===== src/rtl/regfile_write_arbiter_pkg.sv =====
// Shared CPU register-file widths and the writeback entry format.
// Latency: n/a (types and constants only).
// Backpressure: n/a.
package regfile_write_arbiter_pkg;

    localparam int N_REGS = 32;
    localparam int REG_W  = 32;
    localparam int ADRS_W = 5;

    typedef struct packed {
        logic [ADRS_W-1:0] adrs;
        logic [REG_W-1:0]  data;
    } wb_entry_t;

endpackage


===== src/rtl/regfile_write_arbiter_wb_fifo.sv =====
// Synchronous FIFO of writeback entries; head is visible combinationally.
// Latency: a pushed entry is visible at the head after the push edge.
// Backpressure: push ignored when full, pop ignored when empty.
module wb_fifo
    import regfile_write_arbiter_pkg::*;
#(
    parameter int  DEPTH = 4,
    localparam int CNT_W = $clog2(DEPTH + 1),
    localparam int PTR_W = $clog2(DEPTH)
) (
    input  logic             clk_cpu,
    input  logic             reset,
    input  logic             push,
    input  wb_entry_t        push_entry,
    input  logic             pop,
    output wb_entry_t        head,
    output logic [CNT_W-1:0] count,
    output logic             full,
    output logic             empty
);

    wb_entry_t        mem [DEPTH];
    logic [PTR_W-1:0] wr_ptr;
    logic [PTR_W-1:0] rd_ptr;
    logic             do_push;
    logic             do_pop;

    assign full    = (count == CNT_W'(DEPTH));
    assign empty   = (count == '0);
    assign do_push = push && !full;
    assign do_pop  = pop && !empty;
    assign head    = mem[rd_ptr];

    always_ff @(posedge clk_cpu) begin
        if (do_push) begin
            mem[wr_ptr] <= push_entry;
        end
    end

    // DEPTH is a power of two, so the pointers wrap on overflow.
    always_ff @(posedge clk_cpu or posedge reset) begin
        if (reset) begin
            wr_ptr <= '0;
            rd_ptr <= '0;
            count  <= '0;
        end else begin
            if (do_push) wr_ptr <= wr_ptr + 1'b1;
            if (do_pop)  rd_ptr <= rd_ptr + 1'b1;
            case ({do_push, do_pop})
                2'b10:   count <= count + 1'b1;
                2'b01:   count <= count - 1'b1;
                default: count <= count;
            endcase
        end
    end

endmodule


===== src/rtl/regfile_write_arbiter.sv =====
// Sole owner of the register-file write port: pipeline writeback first, queued accelerator results otherwise.
// Latency: 1 cycle pipe->rf; accelerator result popped at the first pipe-idle edge after acceptance.
// Backpressure: acc_ready drops when the FIFO is full; stall_req asks the pipeline to yield after starvation.
module regfile_write_arbiter
    import regfile_write_arbiter_pkg::*;
#(
    parameter int DEPTH      = 4,
    parameter int STARVE_MAX = 8
) (
    input  logic                       clk_cpu,
    input  logic                       reset,
    input  logic                       pipe_wr_en,
    input  logic [ADRS_W-1:0]          pipe_wr_adrs,
    input  logic [REG_W-1:0]           pipe_wr_data,
    input  logic                       acc_valid,
    output logic                       acc_ready,
    input  logic [ADRS_W-1:0]          acc_adrs,
    input  logic [REG_W-1:0]           acc_data,
    input  logic                       issue_en,
    input  logic [ADRS_W-1:0]          issue_adrs,
    output logic [N_REGS-1:0]          busy_vec,
    output logic                       stall_req,
    output logic [$clog2(DEPTH+1)-1:0] fifo_count,
    output logic                       rf_wr_en,
    output logic [ADRS_W-1:0]          rf_wr_adrs,
    output logic [REG_W-1:0]           rf_wr_data
);

    localparam int STV_W = $clog2(STARVE_MAX + 1);

    wb_entry_t          acc_entry;
    wb_entry_t          head;
    logic               fifo_full;
    logic               fifo_empty;
    logic               push;
    logic               pop;
    logic [STV_W-1:0]   starve_cnt;
    logic [N_REGS-1:0]  busy_nxt;

    assign acc_ready = !fifo_full;
    assign acc_entry = '{adrs: acc_adrs, data: acc_data};
    // Results for $0 complete the handshake but never reach the FIFO.
    assign push      = acc_valid && acc_ready && (acc_adrs != '0);
    assign pop       = !pipe_wr_en && !fifo_empty;

    wb_fifo #(.DEPTH(DEPTH)) u_wb_fifo (
        .clk_cpu    (clk_cpu),
        .reset      (reset),
        .push       (push),
        .push_entry (acc_entry),
        .pop        (pop),
        .head       (head),
        .count      (fifo_count),
        .full       (fifo_full),
        .empty      (fifo_empty)
    );

    always_ff @(posedge clk_cpu or posedge reset) begin
        if (reset) begin
            rf_wr_en   <= 1'b0;
            rf_wr_adrs <= '0;
            rf_wr_data <= '0;
        end else if (pipe_wr_en) begin
            rf_wr_en   <= (pipe_wr_adrs != '0);
            rf_wr_adrs <= pipe_wr_adrs;
            rf_wr_data <= pipe_wr_data;
        end else if (!fifo_empty) begin
            rf_wr_en   <= 1'b1;
            rf_wr_adrs <= head.adrs;
            rf_wr_data <= head.data;
        end else begin
            rf_wr_en   <= 1'b0;
        end
    end

    // Issue is applied after the pop clear so a same-cycle set wins.
    always_comb begin
        busy_nxt = busy_vec;
        if (pop) begin
            busy_nxt[head.adrs] = 1'b0;
        end
        if (issue_en && (issue_adrs != '0)) begin
            busy_nxt[issue_adrs] = 1'b1;
        end
    end

    always_ff @(posedge clk_cpu or posedge reset) begin
        if (reset) begin
            busy_vec <= '0;
        end else begin
            busy_vec <= busy_nxt;
        end
    end

    // Non-empty without a pop implies a pipe write took the port.
    always_ff @(posedge clk_cpu or posedge reset) begin
        if (reset) begin
            starve_cnt <= '0;
            stall_req  <= 1'b0;
        end else begin
            if (pop || fifo_empty) begin
                starve_cnt <= '0;
            end else if (starve_cnt != STV_W'(STARVE_MAX)) begin
                starve_cnt <= starve_cnt + 1'b1;
            end
            stall_req <= (starve_cnt >= STV_W'(STARVE_MAX - 1));
        end
    end

    a_no_pipe_write_during_stall: assert property (
        @(posedge clk_cpu) disable iff (reset) !(pipe_wr_en && stall_req)
    );

endmodule


===== config.mk =====
export PLATFORM = sky130hd
export DESIGN_NAME = regfile_write_arbiter
export DESIGN_NICKNAME = d
export VERILOG_FILES = /design/src/rtl/regfile_write_arbiter_pkg.sv /design/src/rtl/regfile_write_arbiter_wb_fifo.sv /design/src/rtl/regfile_write_arbiter.sv
export SDC_FILE = /design/constraint.sdc
export NUM_CORES = 1
export LEC_CHECK = 0
export BUFFER_PORTS_ARGS = -buffer_cell sky130_fd_sc_hd__buf_2
export CORE_MARGIN = 2
export CORE_UTILIZATION = 30
export CTS_CLUSTER_DIAMETER = 80
export DETAILED_ROUTE_END_ITERATION = 10
export SYNTH_ARGS = -nofsm -noshare
export SYNTH_HDL_FRONTEND = slang
export SYNTH_SLANG_ARGS = --single-unit

===== constraint.sdc =====
create_clock -name clk_cpu -period 2.84 [get_ports clk_cpu]
set_input_delay 0.852 -clock clk_cpu [delete_from_list [all_inputs] [get_ports clk_cpu]]
set_output_delay 0.852 -clock clk_cpu [all_outputs]
set_load 0.05 [all_outputs]

==> flow_summary_export.csv, run 1 <==
group,metric,value,unit
hold_path,hold_class,"input pin to asynchronous set/reset pin",
cts,cts_tree,"yes",
sta,final.setup.tns,0,ns
logic_synthesis,synth_edf_count,148,
cts,clkTransAtPathRegs,0.06,ns
cts,cts_setup_buffers,0,
detailed_routing,routedWlPerCell,17.5,um
logic_synthesis,ys_seq_area_frac,0.713,
worst_setup_path,worstPathArrival,2.75,ns
logic_synthesis,synthTopCellsByCount,"edfxtp_1, nand2_1, dfrtp_1, mux2i_1, o21ai_0",
sta,period_needed,2.31,ns
cts,clockBufferDepth,3,
die,io-pin-count,159,
worst_setup_path,slowest_delay,0.52,ns
worst_setup_path,crit_required,3.28,ns
worst_setup_path,critical_path.top_delay_family,"simple AND/OR/NAND/NOR gates",
detailed_routing,drt_iter0_drc,388,
detailed_routing,first_pass_iters,5,
sta,slew_violations,0,
placed_design,place_inst,1129,
sta,fin_skew,0.0194,ns
worst_setup_path,critPathLaunchType,"input pin",
cts,root_buffer,"clkbuf_16",
worst_setup_path,critical_path.startpoint,"acc_adrs[0]",
placed_design,place_congestion,0.799,
finish,fin_nets,860,
worst_setup_path,reg2reg_from,"u_wb_fifo.rd_ptr[0]",
finish,finalNonFillerCells,1182,
global_routing,track_usage,0.130,
sta,worstMarginPinSlew,0.717,ns
pwr,ir_drop,0.688,mV
global_routing,grt_start_max_net_pins,40,
worst_setup_path,critical_path_class,"input pin to flip-flop",
sta,rsz0062_at_grt,"no",
detailed_routing,drcViolationCount,0,
worst_setup_path,cp-end-kind,"flip-flop",
cts,clock_latency,0.53,ns
global_routing,antenna_found_initial,5,
sta,setup_ws,0.529,ns
logic_synthesis,syn_avg_cell_area,15.7,um^2
sta,slew_headroom,0.522,
finish,drive_gt1_frac,0.351,
die,die_y,178,um
logic_synthesis,synth_fp_nets,673,
logic_synthesis,synth_area,9110,um^2
logic_synthesis,yosysWarningCount,0,
cts,cts-htree-levels,1,
placed_design,pre_cts_slack,0.00548,ns
detailed_routing,vias_per_cell,4.59,
global_routing,overflow,0,
logic_synthesis,synth_cell_types,37,
status,status,"finished clean",
placed_design,numPortBuffers,158,
die,fp.dieArea,31800,um^2
job,cap_violations,0,
cts,cts-buffers-inserted,27,
logic_synthesis,synth_area_leader_cell,"edfxtp_1",
detailed_routing,totalWireLength,20700,um
sta,whs,0.373,ns
logic_synthesis,synth_area_leaders,"edfxtp_1, dfrtp_1, mux4_2",
die,std_cell_rows,63,
pwr,power_density,1150,nW/um^2
die,start_util,0.306,
finish,area_growth,25.1,%
sta,setup_violations,0,
detailed_routing,num_vias,5428,
logic_synthesis,synth_seq_cells,230,
worst_setup_path,critPathSlowestCell,"or4_1",
logic_synthesis,yosysMostFrequentCell,"edfxtp_1",
sta,hold_viol,0,
cts,ctsHoldBuffers,0,
worst_setup_path,r2r_cells,4,
pwr,p_leak,0.00472,uW
sta,max_freq,433,MHz
worst_setup_path,rr_endpoint,"busy_vec[10]",
logic_synthesis,synth_top_area_frac,0.488,
logic_synthesis,dominantRegCellSynth,"edfxtp_1",
global_routing,first_global_vias,5506,
worst_setup_path,crit_fanout,2,
worst_setup_path,critPathBufInv,3,
sta,fin_crit_sh,0.814,
global_routing,grt_pass1_wl,31600,um
logic_synthesis,synthArstFlopShare,0.357,
logic_synthesis,synth_cells,581,
cts,clock_sinks,230,
detailed_routing,ant_nets,0,
placed_design,dp_hpwl,14300,um
worst_setup_path,rrSetupSlack,0.71,ns
worst_setup_path,path_cells,"buf_2 > or4_1 > o211a_1 > inv_1 > ha_1 > inv_1 > fa_1 > xor2_1 > nor2_1 > xor2_1",
die,die_w,178,um
die,core_area,29800,um^2
cts,cts_resized,0,
[logic make-up after synthesis]
group                      share of synthesized area
and+or+nand+nor                               0.0734
buffers and inverters                         0.0165
AOI/OAI and AO/OA                             0.0424
adders and majority gates                     0.0118
xor gates and xnor gates                     0.00769
muxes                                          0.135
DFF                                            0.713
[sequential cells by signal, summed over array words and instances, names as in the netlist, 2 cells and up]
register,cells
u_wb_fifo.mem,148
rf_wr_adrs,5
u_wb_fifo.count,3
busy_vec,32
rf_wr_data,32
u_wb_fifo.rd_ptr,2
u_wb_fifo.wr_ptr,2
starve_cnt,4
[worst max path at each step]
stage                     cells after the start  slack, ns            endpoint
final                                        10       0.53  u_wb_fifo.count[2]
after detailed placement                     10      0.005  u_wb_fifo.count[2]
after global placement                       10       0.02  u_wb_fifo.count[2]
after CTS                                    10       0.54  u_wb_fifo.count[2]
after floorplan                               9       0.11  u_wb_fifo.count[2]
after global routing                         10       0.41  u_wb_fifo.count[2]
[worst reg2reg max path, delay by kind of cell (launching register included)]
family,cells,cell delay (ns)
flip-flops,1,0.41
multiplexers,1,0.58
AND/OR/NAND/NOR,2,0.80
AO/OA/AOI/OAI,1,0.23
[placed cells by master, fill, tap and decap left out, types with 3 or more instances in the layout]
| master | netlist | layout |
|---|---|---|
| o21ai_0 | 39 | 39 |
| nor2_1 | 11 | 11 |
| o21ai_1 | 30 | 30 |
| mux2i_1 | 39 | 39 |
| ha_1 | 7 | 7 |
| diode_2 | 0 | 3 |
| inv_1 | 9 | 8 |
| inv_6 | 0 | 3 |
| clkbuf_16 | 0 | 27 |
| nand3_1 | 3 | 3 |
| mux4_2 | 37 | 37 |
| and2_2 | 0 | 4 |
| dfrtp_1 | 82 | 80 |
| nand3b_1 | 3 | 3 |
| buf_4 | 0 | 23 |
| xnor2_1 | 4 | 4 |
| buf_12 | 0 | 3 |
| nand2_1 | 106 | 106 |
| nor3b_1 | 4 | 4 |
| clkbuf_1 | 10 | 3 |
| clkinv_2 | 0 | 9 |
| nor3_1 | 3 | 3 |
| edfxtp_1 | 148 | 148 |
| buf_2 | 9 | 158 |
| xor2_1 | 4 | 4 |
[stage by stage]
step | cell area [um^2] | power, uW | utilization
after floorplan | 9120 | 8520 | -
after global placement | 10500 | 9860 | 0.353
after detailed placement | 10500 | 9920 | 0.353
after CTS | 11400 | 13300 | 0.382
after global routing | 11400 | 13800 | 0.382
final | 11400 | 13100 | 0.383
[per-layer routing]
layer / vias up / global-route usage / part of all wire
met5: - / 0 / 0.0027
li1: 2544 / - / -
met1: 2645 / 0.170 / 0.43
met2: 195 / 0.216 / 0.47
met4: 8 / 0.0264 / 0.017
met3: 36 / 0.0358 / 0.075
[report_power, final]
| group | switching, uW | total, uW | internal (uW) |
|---|---|---|---|
| combinational | 3290 | 4860 | 1570 |
| sequential | 406 | 4920 | 4510 |
| clock | 1330 | 3320 | 1980 |
[layout make-up]
type	instances	area (um^2)
well taps	390	488
fillers	2837	18400
clock buffers	32	714
diodes	3	7.51
inverters	9	37.5
multi-input cells	316	2470
flip-flops and latches	230	6500
repair buffers	184	1020
clock inverters	18	155
No activity file was read; power rests on OpenSTA's default activity.
==> inputs of run 2 (changes only) <==
==> constraint.sdc (replaced) <==
create_clock -name clk_cpu -period 1.99 [get_ports clk_cpu]
set_input_delay 0.597 -clock clk_cpu [delete_from_list [all_inputs] [get_ports clk_cpu]]
set_output_delay 0.597 -clock clk_cpu [all_outputs]
set_load 0.05 [all_outputs]
==> run 2 against run 1 <==
Effect of this change:
- the flow now finishes with violations (negative setup slack)
- combinational power up 56%
- via count is 0.70% higher
- clock-buffer cell count down 4
- die area is the same
- cell count rose by 1.1%
- setup slack lost 0.54 ns
- clock power is 31% higher
- non-clock buffer count is 21 higher
- critical path type is now flip-flop to flip-flop
- largest power group is now combinational logic
==> flow_summary_export.csv, run 2 (synthesis results as in run 1) <==
group,metric,value,unit
pwr,power_density,1620,nW/um^2
worst_setup_path,path_cells,"mux4_2 > or4b_4 > buf_8 > o21ai_1 > nand2_1",
finish,drive_gt1_frac,0.397,
sta,setup_violations,1,
sta,max_freq,501,MHz
global_routing,antenna_found_initial,5,
worst_setup_path,critPathLaunchType,"flip-flop",
cts,cts-htree-levels,1,
detailed_routing,routedWlPerCell,17.5,um
global_routing,grt_pass1_wl,32100,um
detailed_routing,first_pass_iters,4,
detailed_routing,drcViolationCount,0,
global_routing,use_met2,0.218,
global_routing,track_usage,0.132,
worst_setup_path,critical_path_class,"flip-flop to flip-flop",
cts,cts_tree,"yes",
worst_setup_path,crit_required,2.39,ns
die,fp.dieArea,31800,um^2
sta,fin_skew,0.00904,ns
detailed_routing,ant_nets,0,
sta,period_needed,2.00,ns
finish,largestRegisters,"u_wb_fifo.mem (148), busy_vec (32), rf_wr_data (32)",
global_routing,first_global_vias,5615,
hold_path,hold_class,"input pin to asynchronous set/reset pin",
sta,slew_violations,0,
placed_design,numPortBuffers,158,
placed_design,place_congestion,0.794,
finish,regMostFlops,"u_wb_fifo.mem",
worst_setup_path,cp-end-kind,"flip-flop",
die,io-pin-count,159,
sta,rsz0062_at_grt,"yes",
finish,layout_common_cells,"buf_2, edfxtp_1, nand2_1, dfrtp_1",
die,die_y,178,um
finish,area_growth,28.1,%
cts,clock_sinks,230,
detailed_routing,drt_iter0_drc,348,
detailed_routing,totalWireLength,20900,um
sta,final.setup.tns,-0.00768,ns
cts,clkTransAtPathRegs,0.06,ns
placed_design,placed_area,10800,um^2
finish,largest_reg_flops,148,
placed_design,dp_hpwl,14200,um
cts,clock_latency,0.51,ns
cts,cts-buffers-inserted,24,
worst_setup_path,crit_fanout,8,
die,core_area,29800,um^2
status,violations,"negative setup slack",
worst_setup_path,critPathSlowestCell,"mux4_2",
cts,clockBufferDepth,3,
job,cap_violations,0,
placed_design,pre_cts_slack,-0.555,ns
die,std_cell_rows,63,
sta,slew_headroom,0.622,
worst_setup_path,slowest_delay,0.57,ns
cts,root_buffer,"clkbuf_16",
finish,nFillCells,2799,
die,die_w,178,um
sta,worstMarginPinSlew,0.567,ns
pwr,ir_drop,0.818,mV
detailed_routing,num_vias,5466,
detailed_routing,vias_per_cell,4.57,
worst_setup_path,worstPathArrival,2.40,ns
global_routing,grtUsageMet3,0.0405,
pwr,p_leak,0.00482,uW
sta,fin_crit_sh,1.00,
global_routing,overflow,0,
sta,setup_ws,-0.00768,ns
finish,fin_nets,878,
global_routing,grt_start_max_net_pins,83,
status,status,"complete, but fails checks",
finish,final_common_cell,"buf_2",
finish,stdcell_area,11700,um^2
sta,hold_viol,0,
global_routing,busiest_layer,"met2",
global_routing,met1_usage,0.171,
die,start_util,0.306,
==> run 2: cell types whose count changed in the layout (fill, tap and decap cells not counted), sizes merged <==
| cell | before | now |
|---|---|---|
| buf | 184 | 205 |
| clkbuf | 32 | 28 |
| diode | 3 | 1 |
| inv | 11 | 9 |
==> run 2: worst paths after layout <==
path	start	endpoint	slack [ns]	cells past startpoint
min in group clk_cpu	pipe_wr_data[22]	rf_wr_data[22]	0.29	3
worst min register to register	busy_vec[12]	busy_vec[12]	0.48	2
worst max-delay path	u_wb_fifo.rd_ptr[0]	busy_vec[26]	-0.008	5
worst min-delay path	reset	busy_vec[0]	0.20	3
worst max register to register	u_wb_fifo.rd_ptr[0]	busy_vec[26]	-0.008	5
max in group asynchronous	reset	u_wb_fifo.rd_ptr[1]	1.36	3
==> run 2: critical path, delay by kind of cell (launching register included) <==
family	cells	cell delay, ns
simple gates	2	0.59
mux	1	0.57
flops	1	0.43
buf+inv	1	0.16
compound gates	1	0.14
==> run 2: through the flow <==
stage	hold slack, ns	total power (uW)	util	instances
2_1_floorplan	0.488	12200	-	581
3_3_place_gp	0.465	14400	0.361	1148
3_5_place_dp	0.471	14500	0.361	1148
4_1_cts	0.229	19000	0.387	1193
5_1_grt	0.230	20000	0.392	1194
6_report	0.195	19000	0.392	1195
==> run 2: layout make-up <==
type | count | area [um^2] | share of cell area
diodes | 1 | 2.50 | 0.000214
clock buffers | 28 | 636 | 0.0544
clock inverters | 16 | 139 | 0.0119
inverters | 9 | 37.5 | 0.00321
multi-input cells | 316 | 2580 | 0.221
flip-flops and latches | 230 | 6500 | 0.557
well taps | 390 | 488 | 0.0418
repair buffers | 205 | 1290 | 0.111
==> run 2: metal layers <==
metal,vias up,part of all wire
met3,42,0.083
li1,2577,-
met5,-,0.0027
met4,8,0.018
met1,2664,0.42
met2,175,0.48
==> run 2: repair_timing <==
item	CTS	global route
gates resized for setup	2	36
pin swaps	1	35
endpoints found under the setup margin	9	35
hold buffers	0	0
hold endpoints to repair	0	0
buffers inserted	1	1
==> run 2: where the power goes <==
group / leakage [uW] / internal, uW / total (uW) / switching (uW)
sequential: 0.00235 / 6440 / 7020 / 580
clock: 0.000379 / 2550 / 4350 / 1810
combinational: 0.00210 / 2700 / 7580 / 4880
total: 0.00482 / 11700 / 19000 / 7270
